**src/rtl/uart_rx_os_if.sv**
```systemverilog
// rtl/uart_rx_os_if.sv - serial-line and byte-handshake bundle for uart_rx_os
interface uart_rx_os_if;
    logic       i_Rx_Serial;
    logic       i_Rx_Ready;
    logic       o_Rx_Valid;
    logic [7:0] o_Rx_Byte;
    logic       o_Frame_Err;
    logic       o_Overrun;
    logic       o_Parity_Err;
    logic       o_Rx_Busy;

    // Receiver side: samples the line, presents the held byte.
    modport slave (
        input  i_Rx_Serial,
        input  i_Rx_Ready,
        output o_Rx_Valid,
        output o_Rx_Byte,
        output o_Frame_Err,
        output o_Overrun,
        output o_Parity_Err,
        output o_Rx_Busy
    );

    // Line driver / byte consumer side.
    modport master (
        output i_Rx_Serial,
        output i_Rx_Ready,
        input  o_Rx_Valid,
        input  o_Rx_Byte,
        input  o_Frame_Err,
        input  o_Overrun,
        input  o_Parity_Err,
        input  o_Rx_Busy
    );
endinterface

```
**src/rtl/uart_rx_os.sv**
```systemverilog
// rtl/uart_rx_os.sv - majority-vote UART receiver with one-byte holding register (option macro UART_RX_PARITY_EN)
module uart_rx_os #(
    parameter int CLKS_PER_BIT = 87,
    parameter int PARITY_ODD   = 0
) (
    input  logic         i_Clock,
    input  logic         i_Reset_n,
    uart_rx_os_if.slave  rx
);

    localparam int              CNT_W = $clog2(CLKS_PER_BIT);
    localparam logic [CNT_W-1:0] MID  = CNT_W'((CLKS_PER_BIT - 1) / 2);
    localparam logic [CNT_W-1:0] SMP_A = MID - CNT_W'(1);
    localparam logic [CNT_W-1:0] SMP_C = MID + CNT_W'(1);
    localparam logic [CNT_W-1:0] LAST  = CNT_W'(CLKS_PER_BIT - 1);

    typedef enum logic [2:0] {
        IDLE,
        START,
        DATA,
`ifdef UART_RX_PARITY_EN
        PARITY,
`endif
        STOP,
        BREAK
    } state_t;

    state_t            state, state_n;
    logic [1:0]        sync;
    logic              rx_s;
    logic [CNT_W-1:0]  clk_cnt, cnt_n;
    logic [2:0]        bit_idx, bit_n;
    logic [7:0]        shreg, shreg_n;
    logic              smp0, smp0_n, smp1, smp1_n;
    logic              par_bit, par_n;
    logic              maj, decide, bit_end, par_bad;
    logic              byte_done, fe_set, pe_set;
    logic              valid_q, frame_err_q, overrun_q, parity_err_q;
    logic [7:0]        byte_q;

    assign rx_s    = sync[1];
    assign maj     = (smp0 & smp1) | (smp0 & rx_s) | (smp1 & rx_s);
    assign decide  = (clk_cnt == SMP_C);
    assign bit_end = (clk_cnt == LAST);

`ifdef UART_RX_PARITY_EN
    assign par_bad = ((^shreg) ^ par_bit) != PARITY_ODD[0];
`else
    logic unused_parity;
    assign unused_parity = PARITY_ODD[0] ^ par_bit;
    assign par_bad       = 1'b0;
`endif

    // Two-flop synchronizer; presets to the idle-high line level.
    always_ff @(posedge i_Clock or negedge i_Reset_n) begin
        if (!i_Reset_n) sync <= 2'b11;
        else            sync <= {sync[0], rx.i_Rx_Serial};
    end

    // Frame state register.
    always_ff @(posedge i_Clock or negedge i_Reset_n) begin
        if (!i_Reset_n) state <= IDLE;
        else            state <= state_n;
    end

    // Next-state, bit timing, majority sampling and completion strobes.
    always_comb begin
        state_n   = state;
        cnt_n     = clk_cnt;
        bit_n     = bit_idx;
        shreg_n   = shreg;
        smp0_n    = smp0;
        smp1_n    = smp1;
        par_n     = par_bit;
        byte_done = 1'b0;
        fe_set    = 1'b0;
        pe_set    = 1'b0;

        if (state != IDLE && state != BREAK) begin
            cnt_n = bit_end ? '0 : clk_cnt + CNT_W'(1);
            if (clk_cnt == SMP_A) smp0_n = rx_s;
            if (clk_cnt == MID)   smp1_n = rx_s;
        end

        case (state)
            IDLE: begin
                cnt_n = '0;
                // The cycle that first sees the low line counts as tick 0.
                if (!rx_s) begin
                    state_n = START;
                    cnt_n   = CNT_W'(1);
                end
            end
            START: begin
                if (decide && maj) begin
                    state_n = IDLE;
                    cnt_n   = '0;
                end else if (bit_end) begin
                    state_n = DATA;
                    bit_n   = 3'd0;
                end
            end
            DATA: begin
                if (decide) shreg_n = {maj, shreg[7:1]};
                if (bit_end) begin
                    bit_n = bit_idx + 3'd1;
                    if (bit_idx == 3'd7) begin
`ifdef UART_RX_PARITY_EN
                        state_n = PARITY;
`else
                        state_n = STOP;
`endif
                    end
                end
            end
`ifdef UART_RX_PARITY_EN
            PARITY: begin
                if (decide)  par_n   = maj;
                if (bit_end) state_n = STOP;
            end
`endif
            STOP: begin
                // Leave at the decision point so the next start edge is not missed.
                if (decide) begin
                    cnt_n  = '0;
                    pe_set = par_bad;
                    if (maj) begin
                        state_n   = IDLE;
                        byte_done = !par_bad;
                    end else begin
                        state_n = BREAK;
                        fe_set  = 1'b1;
                    end
                end
            end
            BREAK: begin
                cnt_n = '0;
                if (rx_s) state_n = IDLE;
            end
            default: begin
                state_n = IDLE;
                cnt_n   = '0;
            end
        endcase
    end

    // Bit timing and shift datapath registers.
    always_ff @(posedge i_Clock or negedge i_Reset_n) begin
        if (!i_Reset_n) begin
            clk_cnt <= '0;
            bit_idx <= 3'd0;
            shreg   <= 8'h00;
            smp0    <= 1'b1;
            smp1    <= 1'b1;
            par_bit <= 1'b0;
        end else begin
            clk_cnt <= cnt_n;
            bit_idx <= bit_n;
            shreg   <= shreg_n;
            smp0    <= smp0_n;
            smp1    <= smp1_n;
            par_bit <= par_n;
        end
    end

    // Holding register: a same-cycle ready frees the slot for the new byte.
    always_ff @(posedge i_Clock or negedge i_Reset_n) begin
        if (!i_Reset_n) begin
            valid_q      <= 1'b0;
            byte_q       <= 8'h00;
            overrun_q    <= 1'b0;
            frame_err_q  <= 1'b0;
            parity_err_q <= 1'b0;
        end else begin
            overrun_q    <= byte_done && valid_q && !rx.i_Rx_Ready;
            frame_err_q  <= fe_set;
            parity_err_q <= pe_set;
            if (byte_done && !(valid_q && !rx.i_Rx_Ready)) begin
                byte_q  <= shreg;
                valid_q <= 1'b1;
            end else if (valid_q && rx.i_Rx_Ready) begin
                valid_q <= 1'b0;
            end
        end
    end

    assign rx.o_Rx_Valid   = valid_q;
    assign rx.o_Rx_Byte    = byte_q;
    assign rx.o_Frame_Err  = frame_err_q;
    assign rx.o_Overrun    = overrun_q;
    assign rx.o_Parity_Err = parity_err_q;
    assign rx.o_Rx_Busy    = (state != IDLE);

endmodule

```
**src/flat_wrapper.sv**
```systemverilog
// flat-port wrapper written by rule: the top's interface ports become plain ports
module uart_rx_os_flat 
#(
    parameter int CLKS_PER_BIT = 87,
    parameter int PARITY_ODD   = 0
)
  (i_Clock, i_Reset_n, rx_i_Rx_Serial, rx_i_Rx_Ready, rx_o_Rx_Valid, rx_o_Rx_Byte, rx_o_Frame_Err, rx_o_Overrun, rx_o_Parity_Err, rx_o_Rx_Busy);
  uart_rx_os_if rx_i ();
  input  logic i_Clock;
  input  logic i_Reset_n;
  input wire logic [$bits(rx_i.i_Rx_Serial)-1:0] rx_i_Rx_Serial;
  input wire logic [$bits(rx_i.i_Rx_Ready)-1:0] rx_i_Rx_Ready;
  output wire logic [$bits(rx_i.o_Rx_Valid)-1:0] rx_o_Rx_Valid;
  output wire logic [$bits(rx_i.o_Rx_Byte)-1:0] rx_o_Rx_Byte;
  output wire logic [$bits(rx_i.o_Frame_Err)-1:0] rx_o_Frame_Err;
  output wire logic [$bits(rx_i.o_Overrun)-1:0] rx_o_Overrun;
  output wire logic [$bits(rx_i.o_Parity_Err)-1:0] rx_o_Parity_Err;
  output wire logic [$bits(rx_i.o_Rx_Busy)-1:0] rx_o_Rx_Busy;
  assign rx_i.i_Rx_Serial = rx_i_Rx_Serial;
  assign rx_i.i_Rx_Ready = rx_i_Rx_Ready;
  assign rx_o_Rx_Valid = rx_i.o_Rx_Valid;
  assign rx_o_Rx_Byte = rx_i.o_Rx_Byte;
  assign rx_o_Frame_Err = rx_i.o_Frame_Err;
  assign rx_o_Overrun = rx_i.o_Overrun;
  assign rx_o_Parity_Err = rx_i.o_Parity_Err;
  assign rx_o_Rx_Busy = rx_i.o_Rx_Busy;
  uart_rx_os #(.CLKS_PER_BIT(CLKS_PER_BIT), .PARITY_ODD(PARITY_ODD)) u_core (.i_Clock(i_Clock), .i_Reset_n(i_Reset_n), .rx(rx_i));
endmodule
```
**config.mk**
```make
export PLATFORM = sky130hd
export DESIGN_NAME = uart_rx_os_flat
export DESIGN_NICKNAME = d
export VERILOG_FILES = /design/src/rtl/uart_rx_os_if.sv /design/src/rtl/uart_rx_os.sv /design/src/flat_wrapper.sv
export SDC_FILE = /design/constraint.sdc
export NUM_CORES = 1
export LEC_CHECK = 0
export ABC_AREA = 1
export CORE_ASPECT_RATIO = 1.75
export CORE_MARGIN = 5
export CORE_UTILIZATION = 30
export CTS_CLUSTER_DIAMETER = 150
export DETAILED_ROUTE_END_ITERATION = 16
export SLEW_MARGIN = 5
export SYNTH_ARGS = -nofsm -noshare
export SYNTH_HDL_FRONTEND = slang
export SYNTH_SLANG_ARGS = --single-unit
```
**constraint.sdc**
```tcl
create_clock -name i_Clock -period 1.85 [get_ports i_Clock]
set_input_delay 0.555 -clock i_Clock [delete_from_list [all_inputs] [get_ports i_Clock]]
set_output_delay 0.555 -clock i_Clock [all_outputs]
set_load 0.005 [all_outputs]
```
# --- Word-level counts from Yosys, hierarchy flattened ---
# Cells that the tools add are included.
totals:
  ff_bits: 36
  out_inout_bits: 13
op_classes:
  addsub: 2
  eq_ne: 18
  mux: 27
  n_bitwise: 5
  n_reduce_logical: 18
ops:
  columns: ["operator", "n"]
  rows:
  - ["3-bit 2-to-1 mux", 11]
  - ["7-bit 2-to-1 mux", 4]
  - ["7-bit one-hot mux with 4 select lines", 1]
  - ["7-bit by 6-bit equality test with 1-bit output, second input constant", 3]
  - ["3-bit one-hot mux with 5 select lines", 1]
  - ["2-bit by 1-bit inequality test with 1-bit output, second input constant", 5]
  - ["1-bit 2-to-1 mux", 9]
  - ["7-bit by 1-bit adder with 7-bit output, second input constant", 1]
  - ["7-bit equality test, second input constant", 1]
  - ["1-bit logical AND", 7]
  - ["3-bit by 2-bit equality test with 1-bit output, second input constant", 2]
  - ["3-bit equality test, second input constant", 2]
  - ["3-bit one-hot mux with 2 select lines", 1]
  - ["2-bit AND reduction", 3]
  - ["6-bit AND reduction", 1]
  - ["2-bit inequality test, second input constant", 2]
  - ["4-bit AND reduction", 1]
  - ["2-bit nonzero test", 2]
  - ["3-bit by 1-bit adder with 3-bit output, second input constant", 1]
  - ["1-bit AND", 3]
  - ["3-bit by 1-bit equality test with 1-bit output, second input constant", 1]
  - ["3-bit zero test", 1]
  - ["3-bit by 1-bit inequality test with 1-bit output, second input constant", 1]
  - ["3-bit inequality test, second input constant", 1]
  - ["3 further kinds", 5]

# --- Depth between registers and ports, before layout ---
# Gate-level depths: netlist (run 1).
logic_depth:
  depth_word: 8
  mapped_depth: 11

# --- Least setup slack after synthesis (run 1) ---
# No wires, ideal clock.
synth_timing:
  kind: "reg2reg"
  startpoint: "reg u_core.clk_cnt[0]"
  endpoint: "reg u_core.byte_q[5] (netlist: u_core.rx.o_Rx_Byte[5])"
  setup_ns: 0.117
  t_arrival_ns: 1.366
  required_ns: 1.733
  path_slack_ns: 0.367
  stages_incl_launch_ff: 11
  path_buffers: 1
  period_less_slack_ns: 1.483
  path_cell_list: "dfrtp_1 inv_1 ha_1 nand3_2 nor2_4 nand2_4 nor2_4 nand2_4 buf_6 nand2_2 o21ai_2"
synth_between:
  elab_chain_len: 4
synth_rtl:
  columns: ["element", "line", "rtl"]
  rows:
  - ["from (decl)", "uart_rx_os.sv:31", "logic [CNT_W-1:0] clk_cnt, cnt_n;"]
  - ["from (signal assigned)", "uart_rx_os.sv:157", "clk_cnt <= cnt_n;"]
  - ["7-bit by 6-bit equality test with 1-bit output", "uart_rx_os.sv:43", "assign decide = (clk_cnt == SMP_C);"]
  - ["1-bit 2-to-1 mux", "uart_rx_os.sv:124", "if (decide) begin"]
  - ["1-bit 2-to-1 mux", "uart_rx_os.sv:85", "case (state)"]
  - ["1-bit logical AND", "uart_rx_os.sv:178", "if (byte_done && !(valid_q && !rx.i_Rx_Ready)) begin"]
  - ["to (signal assigned)", "uart_rx_os.sv:179", "byte_q <= shreg;"]
  - ["to (decl)", "uart_rx_os.sv:39", "logic [7:0] byte_q;"]
# Every way passes these cells.
# A chain may end at the register's enable or synchronous reset.

# --- Worst setup path after layout (run 1) ---
layout_timing:
  startpoint: "reg u_core.byte_q[1] (netlist: u_core.rx.o_Rx_Byte[1])"
  endpoint: "out rx_o_Rx_Byte[1]"
layout_rtl:
  columns: ["element", "line", "rtl"]
  rows:
  - ["to (decl)", "flat_wrapper.sv:14", "output wire logic [$bits(rx_i.o_Rx_Byte)-1:0] rx_o_Rx_Byte;"]
# No word-level cell between the ends.

==> flow_metrics.env, run 1 <==
export IMPL_cp_slowest_stage_delay_ns=0.51
export IMPL_required_ns=1.29
export IMPL_num_vias=1250
export IMPL_n_antenna_cell=0
export IMPL_synth_distinct_cells=27
export IMPL_fp_dieW_um=67.4
export IMPL_period_share=0.932
export IMPL_crit_arrival_ns=1.17
export IMPL_power_switching_w=0.000556
export IMPL_critPathCaptureType="primary output"
export IMPL_hold_violations=0
export IMPL_drive_gt1_frac=0.171
export IMPL_crit_path_end="rx_o_Rx_Byte[1]"
export IMPL_path_clk_slew_ns=0.08
export IMPL_fp_dieH_um=110
export IMPL_setup_violations=0
export IMPL_worstSetupStartpointType="register"
export IMPL_crit_fanout=2
export IMPL_drc_errors=0
export IMPL_n_fill_cell=593
export IMPL_hpwl_um=2410
export IMPL_htreeDepth=2
export IMPL_grt_usage=0.107
export IMPL_die_area_sq_um=7430
export IMPL_rsz0062_at_grt="false"
export IMPL_reg2reg_from="u_core.clk_cnt[0]"
export IMPL_p_int_w=0.00127
export IMPL_dp_slack_ns=0.167
export IMPL_p_sw_frac=0.305
export IMPL_synth_nets=199
export IMPL_antenna_found_initial=0
export IMPL_drv_cap=0
export IMPL_gr_usage_met1=0.118
export IMPL_setup_slack_ns=0.126
export IMPL_tritoncts="done"
export IMPL_cpMaxStageDelayCell="clkdlybuf4s50_1"
export IMPL_p_total_w=0.00183
export IMPL_detail_route_antenna_nets=0
export IMPL_powerDensity_nw_per_um2=873
export IMPL_ir_drop_mv=0.323
export IMPL_netlist_area_sq_um=1730
export IMPL_critPathTopFamily="buffers and inverters"
export IMPL_r2r_slack_ns=0.22
export IMPL_grt_pass1_vias=1281
export IMPL_ctsRootBufferMaster="clkbuf_8"
export IMPL_clk_latency_ns=0.29
export IMPL_finalNetCount=224
export IMPL_seqPwrFrac=0.473
export IMPL_viasPerCell=4.28
export IMPL_yosys_warnings=0
export IMPL_rows=36
export IMPL_worstSetupPathType="reg -> out"
export IMPL_slew_violations=0
export IMPL_grt_max_degree=37
export IMPL_areaGrowthSynthToFinish_pct=21.2
export IMPL_synth_seq_cells=36
export IMPL_detail_route_wl_per_cell_um=11.4
export IMPL_place_gp_congestion=0.825
export IMPL_drt_pass1_iterations=5
export IMPL_io_pins=17
export IMPL_dpl_cell_area_sq_um=1980
export IMPL_synth_edff_count=0
export IMPL_async_flop_share=1.00
export IMPL_r2r_end="u_core.rx.o_Rx_Byte[7]"
export IMPL_p_comb_frac=0.203
export IMPL_overflow=0
export IMPL_p_clk_frac=0.324
export IMPL_cts_sinks=36
export IMPL_cp_startpoint="u_core.rx.o_Rx_Byte[1]"
export IMPL_tns_ns=0
export IMPL_use_met3=0.0294
export IMPL_synth_cells=190
export IMPL_start_util=0.309
export IMPL_clockBufferDepth=2
export IMPL_grt_util_met2=0.184
export IMPL_drt_initial_drc_count=51
export IMPL_synth_flop_cell="dfrtp_1"
export IMPL_hold_path_class="reg -> reg"
export IMPL_max_freq_ghz=0.580
export IMPL_final_area_sq_um=2090
export IMPL_numCtsBuffers=5
export IMPL_drt_wl_total_um=3320
export IMPL_cp_depth=1
export IMPL_p_leak_nw=0.944
export IMPL_core_sq_um=5590
export IMPL_syn_avg_cell_area_sq_um=9.09
export IMPL_crit_buf_inv=1
export IMPL_synth_seq_area_share=0.525
export IMPL_rr_worst_depth=9
export IMPL_grt_busiest_layer="met2"
export IMPL_hold_depth=0
export IMPL_grt_pass1_wl_um=5900
export IMPL_hold_buffers=0
export IMPL_outcome="finished, final reports clean"
export IMPL_io_buffers=15
export IMPL_post_route_min_period_ns=1.72
export IMPL_path_cells="clkdlybuf4s50_1"
export IMPL_skew_ns=0.0130
[cells in the final DEF, fill, tap and decap left out, types with 2 or more instances in the layout]
master,n
nand2_4,2
nand3_2,2
buf_4,5
nor2_4,3
clkdlybuf4s50_1,14
inv_1,26
ha_1,5
dfstp_2,4
nor2_1,12
o21ai_0,13
o21ai_2,7
nor3_1,3
nand2_1,46
nand3_1,15
dfrtp_1,32
nor2_2,2
xor2_1,4
clkbuf_8,6
[layer usage]
| layer | routed length, um | vias to the layer above | share of wire |
|---|---|---|---|
| met5 | 0 | - | 0 |
| met4 | 66 | 0 | 0.020 |
| met3 | 99 | 6 | 0.030 |
| met2 | 1800 | 16 | 0.54 |
| met1 | 1350 | 586 | 0.41 |
| li1 | - | 642 | - |
[kinds of logic (layout without fill, tap and decap cells)]
| group | Yosys count | after routing | synth area share |
|---|---|---|---|
| other | 1 | 1 | 0.00217 |
| and+or+nand+nor | 89 | 89 | 0.245 |
| buffers and inverters | 30 | 56 | 0.0761 |
| muxes | 1 | 1 | 0.00652 |
| adders and majority gates | 5 | 5 | 0.0362 |
| xor gates and xnor gates | 5 | 5 | 0.0254 |
| DFF | 36 | 36 | 0.525 |
| AOI/OAI and AO/OA | 23 | 23 | 0.0841 |
[through the flow]
stage	std cells	hold slack, ns	utilization
finish	292	0.344	0.375
global route	292	0.355	0.375
CTS	292	0.352	0.375
floorplan	190	0.259	-
detailed placement	282	0.353	0.355
global placement	282	0.347	0.355
[power groups by stage]
| stage | registers [W] | clock network, W | logic [W] |
|---|---|---|---|
| 3_3_place_gp | 0.000885 | 0 | 0.000363 |
| 6_report | 0.000865 | 0.000591 | 0.000370 |
| 3_5_place_dp | 0.000886 | 0 | 0.000364 |
| 5_1_grt | 0.000872 | 0.000662 | 0.000435 |
| 2_1_floorplan | 0.000875 | 0 | 0.000244 |
| 4_1_cts | 0.000866 | 0.000620 | 0.000377 |
[final cells by class]
class	instances	area, sq um	area share
timing repair buffer	21	206	0.0987
multi-input combinational	124	689	0.330
tap	76	95.1	0.0455
sequential	36	906	0.433
inverter	27	101	0.0484
clock inverter	1	7.51	0.00359
clock buffer	7	86.3	0.0413
[repair_timing]
| item | in CTS | in global routing |
|---|---|---|
| resized for setup | 2 | 0 |
| setup buffers | 2 | 0 |
| endpoints found under the setup margin | 1 | 0 |
[cells in the mapped netlist (all sizes together), types with 3 or more instances]
cell type,instances,share of area
dfstp,4,0.061
nand2,49,0.12
nand3,17,0.055
xor2,4,0.020
nor3,3,0.0087
nor2,17,0.053
o21ai,20,0.073
dfrtp,32,0.46
ha,5,0.036
inv,27,0.059
buf,3,0.017
[flip-flops by register name, summed over array words and instances, names as in the netlist]
name / count
u_core.rx.o_Rx_Byte: 8
u_core.shreg: 8
u_core.clk_cnt: 7
u_core.bit_idx: 3
u_core.state: 3
u_core.sync: 2
u_core.rx.o_Frame_Err: 1
u_core.rx.o_Overrun: 1
u_core.rx.o_Rx_Valid: 1
u_core.smp0: 1
u_core.smp1: 1
[worst min path at each step]
stage	start	endpoint	slack, ns
after floorplan	i_Reset_n	u_core.bit_idx[0]	0.26
after detailed placement	u_core.sync[0]	u_core.sync[1]	0.35
after CTS	u_core.sync[0]	u_core.sync[1]	0.35
final	u_core.sync[0]	u_core.sync[1]	0.34
after global placement	u_core.sync[0]	u_core.sync[1]	0.35
after global routing	u_core.sync[0]	u_core.sync[1]	0.35
Power figures use the tool's default switching activity.
==> run 2, diff against run 1 <==
Settings changed: PLACE_DENSITY set to 0.43, SLEW_MARGIN 5 to 25.
==> flow_metrics.env, run 2 (same netlist as run 1, synthesis figures left out) <==
export IMPL_worstSetupStartpointType="register"
export IMPL_fp_dieH_um=110
export IMPL_rr_worst_depth=9
export IMPL_hold_worst_slack_ns=0.298
export IMPL_worstSetupPathType="reg -> out"
export IMPL_io_pins=17
export IMPL_crit_arrival_ns=1.16
export IMPL_drc_errors=0
export IMPL_fin_util=0.373
export IMPL_hpwl_um=2620
export IMPL_rsz0062_at_grt="false"
export IMPL_path_clk_slew_ns=0.07
export IMPL_grt_pass1_wl_um=6140
export IMPL_p_int_w=0.00127
export IMPL_cts_sinks=36
export IMPL_powerDensity_nw_per_um2=875
export IMPL_detail_route_antenna_nets=0
export IMPL_place_gp_congestion=0.792
export IMPL_core_sq_um=5590
export IMPL_layout_commonest_cell="nand2_1"
export IMPL_outcome="finished, final reports clean"
export IMPL_clk_latency_ns=0.29
export IMPL_num_vias=1289
export IMPL_grt_max_degree=37
export IMPL_clockBufferDepth=2
export IMPL_n_fill_cell=606
export IMPL_drt_pass1_iterations=4
export IMPL_drive_gt1_frac=0.180
export IMPL_setup_violations=0
export IMPL_numCtsBuffers=5
export IMPL_power_switching_w=0.000553
export IMPL_placed_cells_incl_taps=282
export IMPL_fp_dieW_um=67.4
export IMPL_n_antenna_cell=0
export IMPL_met1_length_um=1440
export IMPL_p_comb_frac=0.206
export IMPL_critPathCaptureType="primary output"
export IMPL_final_cell_mix="45 x nand2_1, 32 x dfrtp_1, 26 x inv_1"
export IMPL_start_util=0.309
export IMPL_r2r_end="u_core.rx.o_Rx_Byte[7]"
export IMPL_required_ns=1.29
export IMPL_drv_cap=0
export IMPL_overflow=0
export IMPL_crit_fanout=2
export IMPL_areaGrowthSynthToFinish_pct=20.5
export IMPL_ctsRootBufferMaster="clkbuf_8"
export IMPL_p_total_w=0.00182
export IMPL_period_share=0.926
export IMPL_wl_met3_um=101
export IMPL_seqPwrFrac=0.476
export IMPL_wl_met2_um=1980
export IMPL_p_clk_frac=0.318
export IMPL_finalNonFillerCells=293
export IMPL_max_freq_ghz=0.584
export IMPL_detail_route_wl_per_cell_um=12.3
export IMPL_die_area_sq_um=7430
export IMPL_viasPerCell=4.40
export IMPL_skew_ns=0.00882
export IMPL_drt_initial_drc_count=58
export IMPL_crit_path_end="rx_o_Rx_Busy"
export IMPL_tritoncts="done"
export IMPL_ir_drop_mv=0.452
export IMPL_slew_violations=0
export IMPL_r2r_slack_ns=0.21
export IMPL_hold_violations=0
export IMPL_reg2reg_from="u_core.clk_cnt[0]"
export IMPL_cp_startpoint="u_core.state[1]"
export IMPL_drt_wl_total_um=3600
export IMPL_p_sw_frac=0.304
export IMPL_htreeDepth=2
export IMPL_tns_ns=0
export IMPL_grt_pass1_vias=1393
export IMPL_rows=36
export IMPL_hold_path_class="in -> async"
export IMPL_grt_usage=0.111
export IMPL_finalNetCount=225
export IMPL_io_buffers=15
export IMPL_antenna_found_initial=0
export IMPL_post_route_min_period_ns=1.71
export IMPL_p_leak_nw=0.947
export IMPL_top_layer_used="met4"
## run 2: layout make-up
cell class	instances	area [sq um]	area share
Clock buffer	8	90.1	0.0433
Inverter	27	101	0.0487
Multi-Input combinational cell	124	692	0.333
Sequential cell	36	906	0.435
Tap cell	76	95.1	0.0457
Timing Repair Buffer	22	196	0.0944
## run 2: how the worst min path moves through the flow
stage                         startpoint           endpoint  slack (ns)  depth (start not counted)
after floorplan                i_Reset_n  u_core.bit_idx[0]        0.26                          0
after global placement    u_core.sync[0]     u_core.sync[1]        0.35                          0
after detailed placement  u_core.sync[0]     u_core.sync[1]        0.35                          0
after CTS                      i_Reset_n  u_core.clk_cnt[3]        0.32                          2
after global routing           i_Reset_n  u_core.clk_cnt[3]        0.34                          2
final                          i_Reset_n  u_core.clk_cnt[3]        0.30                          2
## run 2: routing by layer
metal | global-route usage | up-vias
li1 | - | 643
met1 | 0.110 | 620
met2 | 0.206 | 18
met3 | 0.0304 | 8
met4 | 0.0537 | 0
met5 | 0 | -
## run 2: worst max-delay path: stages (launching register included)
cell and delay [ns]:
dfrtp_1 0.40, nor2_2 0.14, nand2_1 0.07, dlygate4sd2_1 0.26
## run 2: power groups by stage
| stage | clock [W] | sequential [W] | combinational [W] |
|---|---|---|---|
| final | 0.000579 | 0.000866 | 0.000376 |
| after detailed placement | 0 | 0.000886 | 0.000367 |
| after global placement | 0 | 0.000883 | 0.000361 |
| after CTS | 0.000612 | 0.000865 | 0.000381 |
| after floorplan | 0 | 0.000875 | 0.000244 |
| after global routing | 0.000646 | 0.000872 | 0.000438 |
## run 2: stage by stage
stage | cell area (sq um) | worst slack (ns)
after detailed placement | 1970 | 0.187
final | 2080 | 0.137
after global placement | 1970 | 0.188
after global routing | 2080 | 0.0468
after floorplan | 1730 | 0.367
after CTS | 2080 | 0.102
## run 2: repair_timing
action | in CTS | in global routing
hold buffers | 0 | 0
pin swaps | 1 | 0
buffers inserted | 3 | 0
endpoints found under the hold margin | 0 | 0
gates resized for setup | 2 | 1
setup endpoints to repair | 1 | 1
==> run 3, diff against run 2 <==
Settings changed: DONT_BUFFER_PORTS set to 1, PLACE_DENSITY 0.43 to 0.4.
==> flow_metrics.env, run 3 (same netlist as run 1, synthesis figures left out) <==
export IMPL_outcome="finished, final reports clean"
export IMPL_drc_errors=0
export IMPL_final_cell_mix="46 x nand2_1, 32 x dfrtp_1, 27 x inv_1"
export IMPL_io_buffers=0
export IMPL_finalNetCount=206
export IMPL_fp_dieH_um=110
export IMPL_io_pins=17
export IMPL_place_gp_congestion=0.772
export IMPL_hold_path_class="in -> async"
export IMPL_tns_ns=0
export IMPL_htreeDepth=2
export IMPL_die_area_sq_um=7430
export IMPL_hold_violations=0
export IMPL_grt_max_degree=33
export IMPL_worstSetupPathType="reg -> out"
export IMPL_drive_gt1_frac=0.172
export IMPL_layout_commonest_cell="nand2_1"
export IMPL_cp_startpoint="u_core.state[0]"
export IMPL_powerDensity_nw_per_um2=1000
export IMPL_tritoncts="done"
export IMPL_grt_pass1_wl_um=6230
export IMPL_fin_util=0.350
export IMPL_grt_usage=0.117
export IMPL_path_clk_slew_ns=0.07
export IMPL_drt_initial_drc_count=43
export IMPL_areaGrowthSynthToFinish_pct=13.1
export IMPL_skew_ns=0.00196
export IMPL_n_antenna_cell=0
export IMPL_hpwl_um=2780
export IMPL_max_freq_ghz=0.571
export IMPL_viasPerCell=4.47
export IMPL_cts_setup_buffers=0
export IMPL_p_leak_nw=0.893
export IMPL_start_util=0.309
export IMPL_clockBufferDepth=2
export IMPL_core_sq_um=5590
export IMPL_crit_fanout=8
export IMPL_rows=36
export IMPL_drt_pass1_iterations=4
export IMPL_critPathCaptureType="primary output"
export IMPL_fp_dieW_um=67.4
export IMPL_period_share=0.947
export IMPL_drv_cap=0
export IMPL_ir_drop_mv=0.618
export IMPL_drt_wl_total_um=3630
export IMPL_post_route_min_period_ns=1.75
export IMPL_cts_sinks=36
export IMPL_detail_route_wl_per_cell_um=13.3
export IMPL_detail_route_antenna_nets=0
export IMPL_worstSetupStartpointType="register"
export IMPL_setup_violations=0
export IMPL_reg2reg_from="u_core.clk_cnt[0]"
export IMPL_overflow=0
export IMPL_slew_violations=0
export IMPL_grt_pass1_vias=1344
export IMPL_antenna_found_initial=0
export IMPL_required_ns=1.29
export IMPL_crit_arrival_ns=1.20
export IMPL_rsz0062_at_grt="false"
export IMPL_numCtsBuffers=5
export IMPL_clk_latency_ns=0.29
export IMPL_ctsRootBufferMaster="clkbuf_8"
export IMPL_num_vias=1226
-- run 3: changes by cell type in the layout (fill, tap and decap cells not counted) --
cell,change
inv_1,+1
inv_2,-1
buf_2,-1
dlygate4sd2_1,-1
clkbuf_1,-2
buf_4,-5
buf_12,+1
nand2_1,+1
clkbuf_8,+1
bufinv_16,+1
nand2_2,-1
clkdlybuf4s50_1,-13
-- run 3: what timing repair did --
item,4_1_cts,5_1_grt
resized for setup,0,0
endpoints found under the hold margin,32,0
hold buffers,1,0
setup endpoints to repair,0,0
-- run 3: worst max-delay path: stages, from the launching register on --
cell	delay, ns
dfrtp_1	0.42
nor2_2	0.32
nand2_1	0.17
-- run 3: metal layers --
metal  vias to the layer above  part of all wire  GRT usage
li1                        606                 -          -
met1                       587              0.35      0.102
met2                        24              0.57      0.219
met3                         9             0.053     0.0446
met4                         0             0.032     0.0624
met5                         -                 0          0
-- run 3: through the flow --
step / setup WS, ns / power, W / cell area, sq um / hold WS [ns] / std cells
floorplan: 0.367 / 0.00112 / 1730 / 0.259 / 190
global placement: 0.240 / 0.00118 / 1810 / 0.261 / 265
detailed placement: 0.221 / 0.00120 / 1810 / 0.261 / 265
CTS: 0.0819 / 0.00199 / 1950 / 0.0908 / 274
finish: 0.0975 / 0.00196 / 1950 / 0.0831 / 274
global route: 0.0111 / 0.00208 / 1950 / 0.0780 / 274
-- run 3: cell type report --
class	count	area [sq um]
Tap cell	76	95.1
Timing Repair Buffer	3	35.0
Multi-Input combinational cell	124	689
Clock buffer	7	96.3
Clock inverter	1	30.0
Fill cell	604	3630
Inverter	27	101
Sequential cell	36	906
-- run 3: final timing paths --
kind / to / slack [ns] / cells after the start
max: rx_o_Rx_Busy / 0.1 / 2
max in group asynchronous: u_core.bit_idx[2] / 1.59 / 1
max reg2reg: u_core.bit_idx[0] / 0.24 / 9
min reg2reg: u_core.sync[1] / 0.36 / 0
min in group i_Clock: u_core.sync[0] / 0.26 / 0
min: u_core.clk_cnt[6] / 0.08 / 1
-- run 3: power breakdown --
| part | internal, W | switching, W | total [W] |
|---|---|---|---|
| logic | 0.0000976 | 0.000227 | 0.000325 |
| registers | 0.000829 | 0.0000398 | 0.000869 |
| clock network | 0.000476 | 0.000289 | 0.000765 |
| total | 0.00140 | 0.000556 | 0.00196 |
